### src/rtl/drv_led_w.sv
// Row of LED drivers with steady, shared-phase blink and one-shot flash per channel.
// A common prescaler paces both the blink phase and the flash countdown.
module drv_led_w #(
  parameter int    p_width = 4,
  parameter int    p_scale = 5,
  parameter string p_mode  = "pullup",
  parameter int    p_flash = 4
) (
  input  logic               i_clk,
  input  logic               i_rst,
  input  logic [p_width-1:0] i_on,
  input  logic [p_width-1:0] i_blink,
  input  logic [p_width-1:0] i_flash,
  output logic [p_width-1:0] o_drv_led,
  output logic [p_width-1:0] o_state,
  output logic               o_busy
);

  localparam int cnt_w = $clog2(p_flash + 1);
  localparam logic [cnt_w-1:0] flash_load = cnt_w'(p_flash);
  localparam bit active_low = (p_mode == "pullup");

  generate
    if (!(p_mode == "pullup" || p_mode == "pulldown")) begin : g_bad_mode
      $error("drv_led_w: p_mode must be pullup or pulldown");
    end
    if (p_scale < 1 || p_scale > 24) begin : g_bad_scale
      $error("drv_led_w: p_scale must be in 1..24");
    end
    if (p_flash < 1 || p_flash > 255) begin : g_bad_flash
      $error("drv_led_w: p_flash must be in 1..255");
    end
    if (p_width < 1) begin : g_bad_width
      $error("drv_led_w: p_width must be at least 1");
    end
  endgenerate

  logic [p_scale-1:0] presc_reg;
  logic               phase_reg;
  logic               tick;
  logic [p_width-1:0] flash_act;
  logic [p_width-1:0] state_next;
  logic [p_width-1:0] state_reg;
  logic               busy_reg;

  assign tick = &presc_reg;

  always_ff @(posedge i_clk) begin
    if (i_rst) begin
      presc_reg <= '0;
      phase_reg <= 1'b0;
    end else begin
      presc_reg <= presc_reg + 1'b1;
      phase_reg <= phase_reg ^ tick;
    end
  end

  genvar gi;
  generate
    for (gi = 0; gi < p_width; gi++) begin : g_ch
      logic [cnt_w-1:0] cnt_reg;
      logic [cnt_w-1:0] cnt_next;

      // A trigger always reloads, even on a tick, so the full duration restarts.
      always_comb begin
        cnt_next = cnt_reg;
        if (i_flash[gi]) begin
          cnt_next = flash_load;
        end else if (tick && flash_act[gi]) begin
          cnt_next = cnt_reg - 1'b1;
        end
      end

      always_ff @(posedge i_clk) begin
        if (i_rst) begin
          cnt_reg <= '0;
        end else begin
          cnt_reg <= cnt_next;
        end
      end

      assign flash_act[gi]  = (cnt_reg != '0);
      assign state_next[gi] = flash_act[gi] ? 1'b1
                            : (i_blink[gi] ? phase_reg : i_on[gi]);
    end
  endgenerate

  always_ff @(posedge i_clk) begin
    if (i_rst) begin
      state_reg <= '0;
      busy_reg  <= 1'b0;
    end else begin
      state_reg <= state_next;
      busy_reg  <= |flash_act;
    end
  end

  assign o_state   = state_reg;
  assign o_busy    = busy_reg;
  assign o_drv_led = active_low ? ~state_reg : state_reg;

endmodule

### config.mk
export PLATFORM = sky130hd
export DESIGN_NAME = drv_led_w
export DESIGN_NICKNAME = d
export VERILOG_FILES = /design/src/rtl/drv_led_w.sv
export SDC_FILE = /design/constraint.sdc
export NUM_CORES = 1
export LEC_CHECK = 0
export BUFFER_PORTS_ARGS = -buffer_cell sky130_fd_sc_hd__buf_2
export CAP_MARGIN = 20
export CELL_PAD_IN_SITES_DETAIL_PLACEMENT = 1
export CELL_PAD_IN_SITES_GLOBAL_PLACEMENT = 2
export CORE_MARGIN = 2
export CORE_UTILIZATION = 33
export CTS_BUF_LIST = sky130_fd_sc_hd__clkbuf_4 sky130_fd_sc_hd__clkbuf_8
export DETAILED_ROUTE_END_ITERATION = 8
export PLACE_DENSITY = 0.91
export SYNTH_ARGS = -nofsm -noshare
export SYNTH_HDL_FRONTEND = slang
export SYNTH_SLANG_ARGS = --single-unit
### constraint.sdc
create_clock -name i_clk -period 2.1 [get_ports i_clk]
set_input_delay 0.21 -clock i_clk [delete_from_list [all_inputs] [get_ports i_clk]]
set_output_delay 0.21 -clock i_clk [all_outputs]
set_load 0.01 [all_outputs]
==> results by stage <==
Outcome:
- The flow ran to the end, and the final reports show no timing, DRC or antenna violations.

Critical path:
- The startpoint of the most critical register-to-register path is presc_reg[0].
- The register-to-register setup slack is 0.34 ns.
- The largest fanout on the critical path is 5.
- The worst setup path is of the flop to flop kind.
- The data arrival at the endpoint of the critical path is 1.95 ns.
- The critical path endpoint category is a flop.
- In this run the critical register-to-register path is captured at g_ch[0].cnt_reg[1].
- The worst setup path is launched from a flop.
- For the worst setup path, the data required time is 2.29 ns.
- The worst reg-to-reg path cell count is 6.

Logic synthesis:
- The number of synthesized register bits is 23.
- The area of the mapped netlist is 1010 µm².
- The number of cells produced by synthesis is 103.
- The share of async-settable or async-resettable flops after synthesis is 0%.
- Averaged over all synthesized cells, the footprint is 9.803 µm².
- Yosys attributes the largest share of cell area to dfxtp_1 46%, ha_1 12%, inv_1 7.4%.
- The most instantiated library cell after synthesis is dfxtp_1.
- After synthesis, flip-flops and latches occupy 45.60% of the total area.
- In the synthesized netlist the dominant register cell turns out to be dfxtp_1.
- In this run, synthesis inferred 0 flip-flops with an integrated enable.
- In this run the biggest area consumer among cell types represents 45.60% of the synthesized area.
- During synthesis, Yosys emitted a total of 0 warnings.
- Ranked by instance count, the synthesized netlist is headed by 23 x dfxtp_1, 20 x inv_1, 10 x ha_1, 8 x nor2_1, 8 x nor3_1.
- The dominant cell type by area after synthesis is dfxtp_1.
- The net count after synthesis is 127.
- After synthesis, the netlist uses 19 different library cells.

Clock tree:
- CTS placed an instance of clkbuf_4 at the clock tree root.
- The clock slew seen by the registers of the worst setup and hold paths is 0.12 ns.
- The clock drives 23 sinks.
- After clock tree synthesis, the flow added hold-fix buffers numbering 0.
- The number of clock buffers added by TritonCTS is 3.
- In this run the post-CTS setup repair buffer count came out at 0.
- The buffer depth of the longest clock path is 2.
- The TritonCTS clock tree is yes.
- The insertion delay of the later-clocked pin in the worst-skew pair is 0.31 ns.
- The post-cts gate resize count is 0.
- CTS built an H-tree with a depth of 1.

Timing:
- Once routing completed, OpenROAD measured the worst setup slack at 0.3416 ns.
- The final critical delay including setup and external delays is 1.758 ns.
- The post-route fraction of the period consumed by the critical path is 83.73%.
- The tightest slew margin relative to the limit is 72.37%.
- For the pin with the worst max-slew slack, the measured transition is 0.4144 ns.
- The final number of hold-violating endpoints is 0.
- The highest clock frequency the design can meet is 568.7 MHz.
- After routing, the total negative slack on setup checks comes to 0 ns.
- The max-slew violation total from the final report is 0.
- Setup repair after global routing left no endpoint under its margin.
- Setup violations remaining at the end of the flow were counted as 0.
- Between clock sinks in the finished design, the worst skew comes to 0.004813 ns.

Global routing:
- After global routing the overflow that remains totals 0.
- Global routing used 13.20% of the available tracks.
- The via count of the first global-routing pass is 818.
- The maximum number of pins on one net before global-route repair is 24.
- The initial antenna violation count is 0.
- The first global-routing pass estimated 3484 µm of wire.

Routing:
- The detail route stage leaves a number of antenna-violating nets equal to 0.
- The final layout contains routed wiring with a total length of 1938 µm.
- The routed layout has 774 vias.
- In this run, the number of DRC markers left after iteration 0 of detailed routing was 7.
- In the final routed layout, each cell accounts on average for 12.11 µm.
- After detailed routing, the number of vias per cell comes to 4.838.
- The DRC violation count after routing is 0.
- Before antenna repair, the detailed router went through 4 iterations.

Cells and area:
- The share of layout cells above drive strength 1 is 23.62%.
- The final net count is 152.
- The antenna cell count is 0.
- The layout overhead on the synthesized area is 16.98%.
- The register with the most flip-flops in the layout has 12 of them.
- After filler insertion, the fill cell instance count of the layout stands at 357.
- At the end of the flow the core is filled with cells to 39.66%.

Placed design:
- The weighted congestion reported at the end of routability-driven placement is 0.7163.
- During placement, the flow inserted port buffers numbering 22.
- OpenSTA, run right after detailed placement, puts the worst setup slack at 0.3322 ns.
- The wire-length estimate of the detail-placed layout is 1575 µm.

Power:
- Dividing total power by cell area gives a power density of 628.4 nW/µm².
- The maximum VDD drop is 371.3 µV.
- The static power due to leakage is 0.5122 nW.

Worst hold path:
- The hold path endpoint is g_ch[0].cnt_reg[0].
- The worst min-delay path category is input pin to flop.
- The count of cells along the worst hold path is 2.
- In this run the most critical hold path is launched from i_flash[0].

Floorplanning:
- The top-level port count is 23.
- The area of the core is 2978 µm².
- The total die area is 3518 µm².
- The floorplan has 20 rows.
- The width of the die is 59.32 µm.
- Once the floorplan was initialized, standard cells occupied 33.91% of the core.
- The vertical die dimension is 59.32 µm.

Run:
- The count of maximum capacitance violations is 0.
-- layer usage --
metal	vias to the layer above	GRT usage, %	wire length [µm]
met4	0	6.818	57
met1	349	13.82	822
met3	6	2.620	101
li1	394	-	-
met2	25	24.49	956
met5	-	0	0
-- layout make-up --
cell class	instances	area, µm²	share of cell area [%]
clock buffers	3	22.52	1.907
repair buffers	22	110.1	9.322
clock inverters	1	5.005	0.4237
well taps	33	41.29	3.496
inverters	20	75.07	6.356
multi-input cells	58	466.7	39.51
flip-flops and latches	23	460.4	38.98
-- worst max-delay path by stage --
stage            startpoint                  to  depth (start not counted)
2_1_floorplan  presc_reg[0]  g_ch[0].cnt_reg[1]                          5
3_3_place_gp   presc_reg[0]  g_ch[1].cnt_reg[1]                          6
3_5_place_dp   presc_reg[0]  g_ch[0].cnt_reg[1]                          6
4_1_cts        presc_reg[0]  g_ch[0].cnt_reg[1]                          6
5_1_grt        presc_reg[0]  g_ch[3].cnt_reg[1]                          6
6_report       presc_reg[0]  g_ch[0].cnt_reg[1]                          6
-- report_power, final --
part | switching, mW | leakage [nW] | internal, mW
Combinational | 0.0433 | 0.306 | 0.0383
Clock | 0.126 | 0.0177 | 0.0712
Sequential | 0.00931 | 0.189 | 0.454
Total | 0.179 | 0.512 | 0.563
-- critical path, cell delays in order (launching register included) --
cell	delay, ns
dfxtp_1	0.39
ha_1	0.19
and3_1	0.16
ha_1	0.25
and2b_2	0.23
nor2_1	0.05
a2111oi_1	0.38
-- placed cells by master (no fill, tap or decap), drive strengths merged --
cell      n
a41oi     1
a2111oi   4
inv      20
mux2i     4
ha       10
dfxtp    23
and2b     4
nor3      8
buf      22
nand3     1
nor2      8
clkbuf    3
xnor2     6
and3      1
a21oi     4
xor2      1
nor2b     2
a311oi    4
clkinv    1
-- stage by stage --
stage / instances / total power [mW] / cell area, µm² / hold WS (ns)
3_3_place_gp: 156 / 0.5505 / 1154 / 0.4213
2_1_floorplan: 103 / 0.5153 / 1010 / 0.2789
3_5_place_dp: 156 / 0.5562 / 1154 / 0.4304
5_1_grt: 160 / 0.7892 / 1181 / 0.07997
6_report: 160 / 0.7423 / 1181 / 0.09660
4_1_cts: 160 / 0.7578 / 1181 / 0.08157
-- cell families (layout without fill, tap and decap cells) --
group | after synthesis | count (layout) | synth area share, %
multiplexers | 4 | 4 | 3.965
AND/OR/NAND/NOR | 24 | 24 | 12.52
adder cells (fa/ha/maj) | 10 | 10 | 12.39
AO/OA/AOI/OAI | 13 | 13 | 11.28
flip-flops | 23 | 23 | 45.60
buffers and inverters | 22 | 46 | 8.179
XOR/XNOR | 7 | 7 | 6.072
Note: power is estimated with default switching activity, not from simulation.
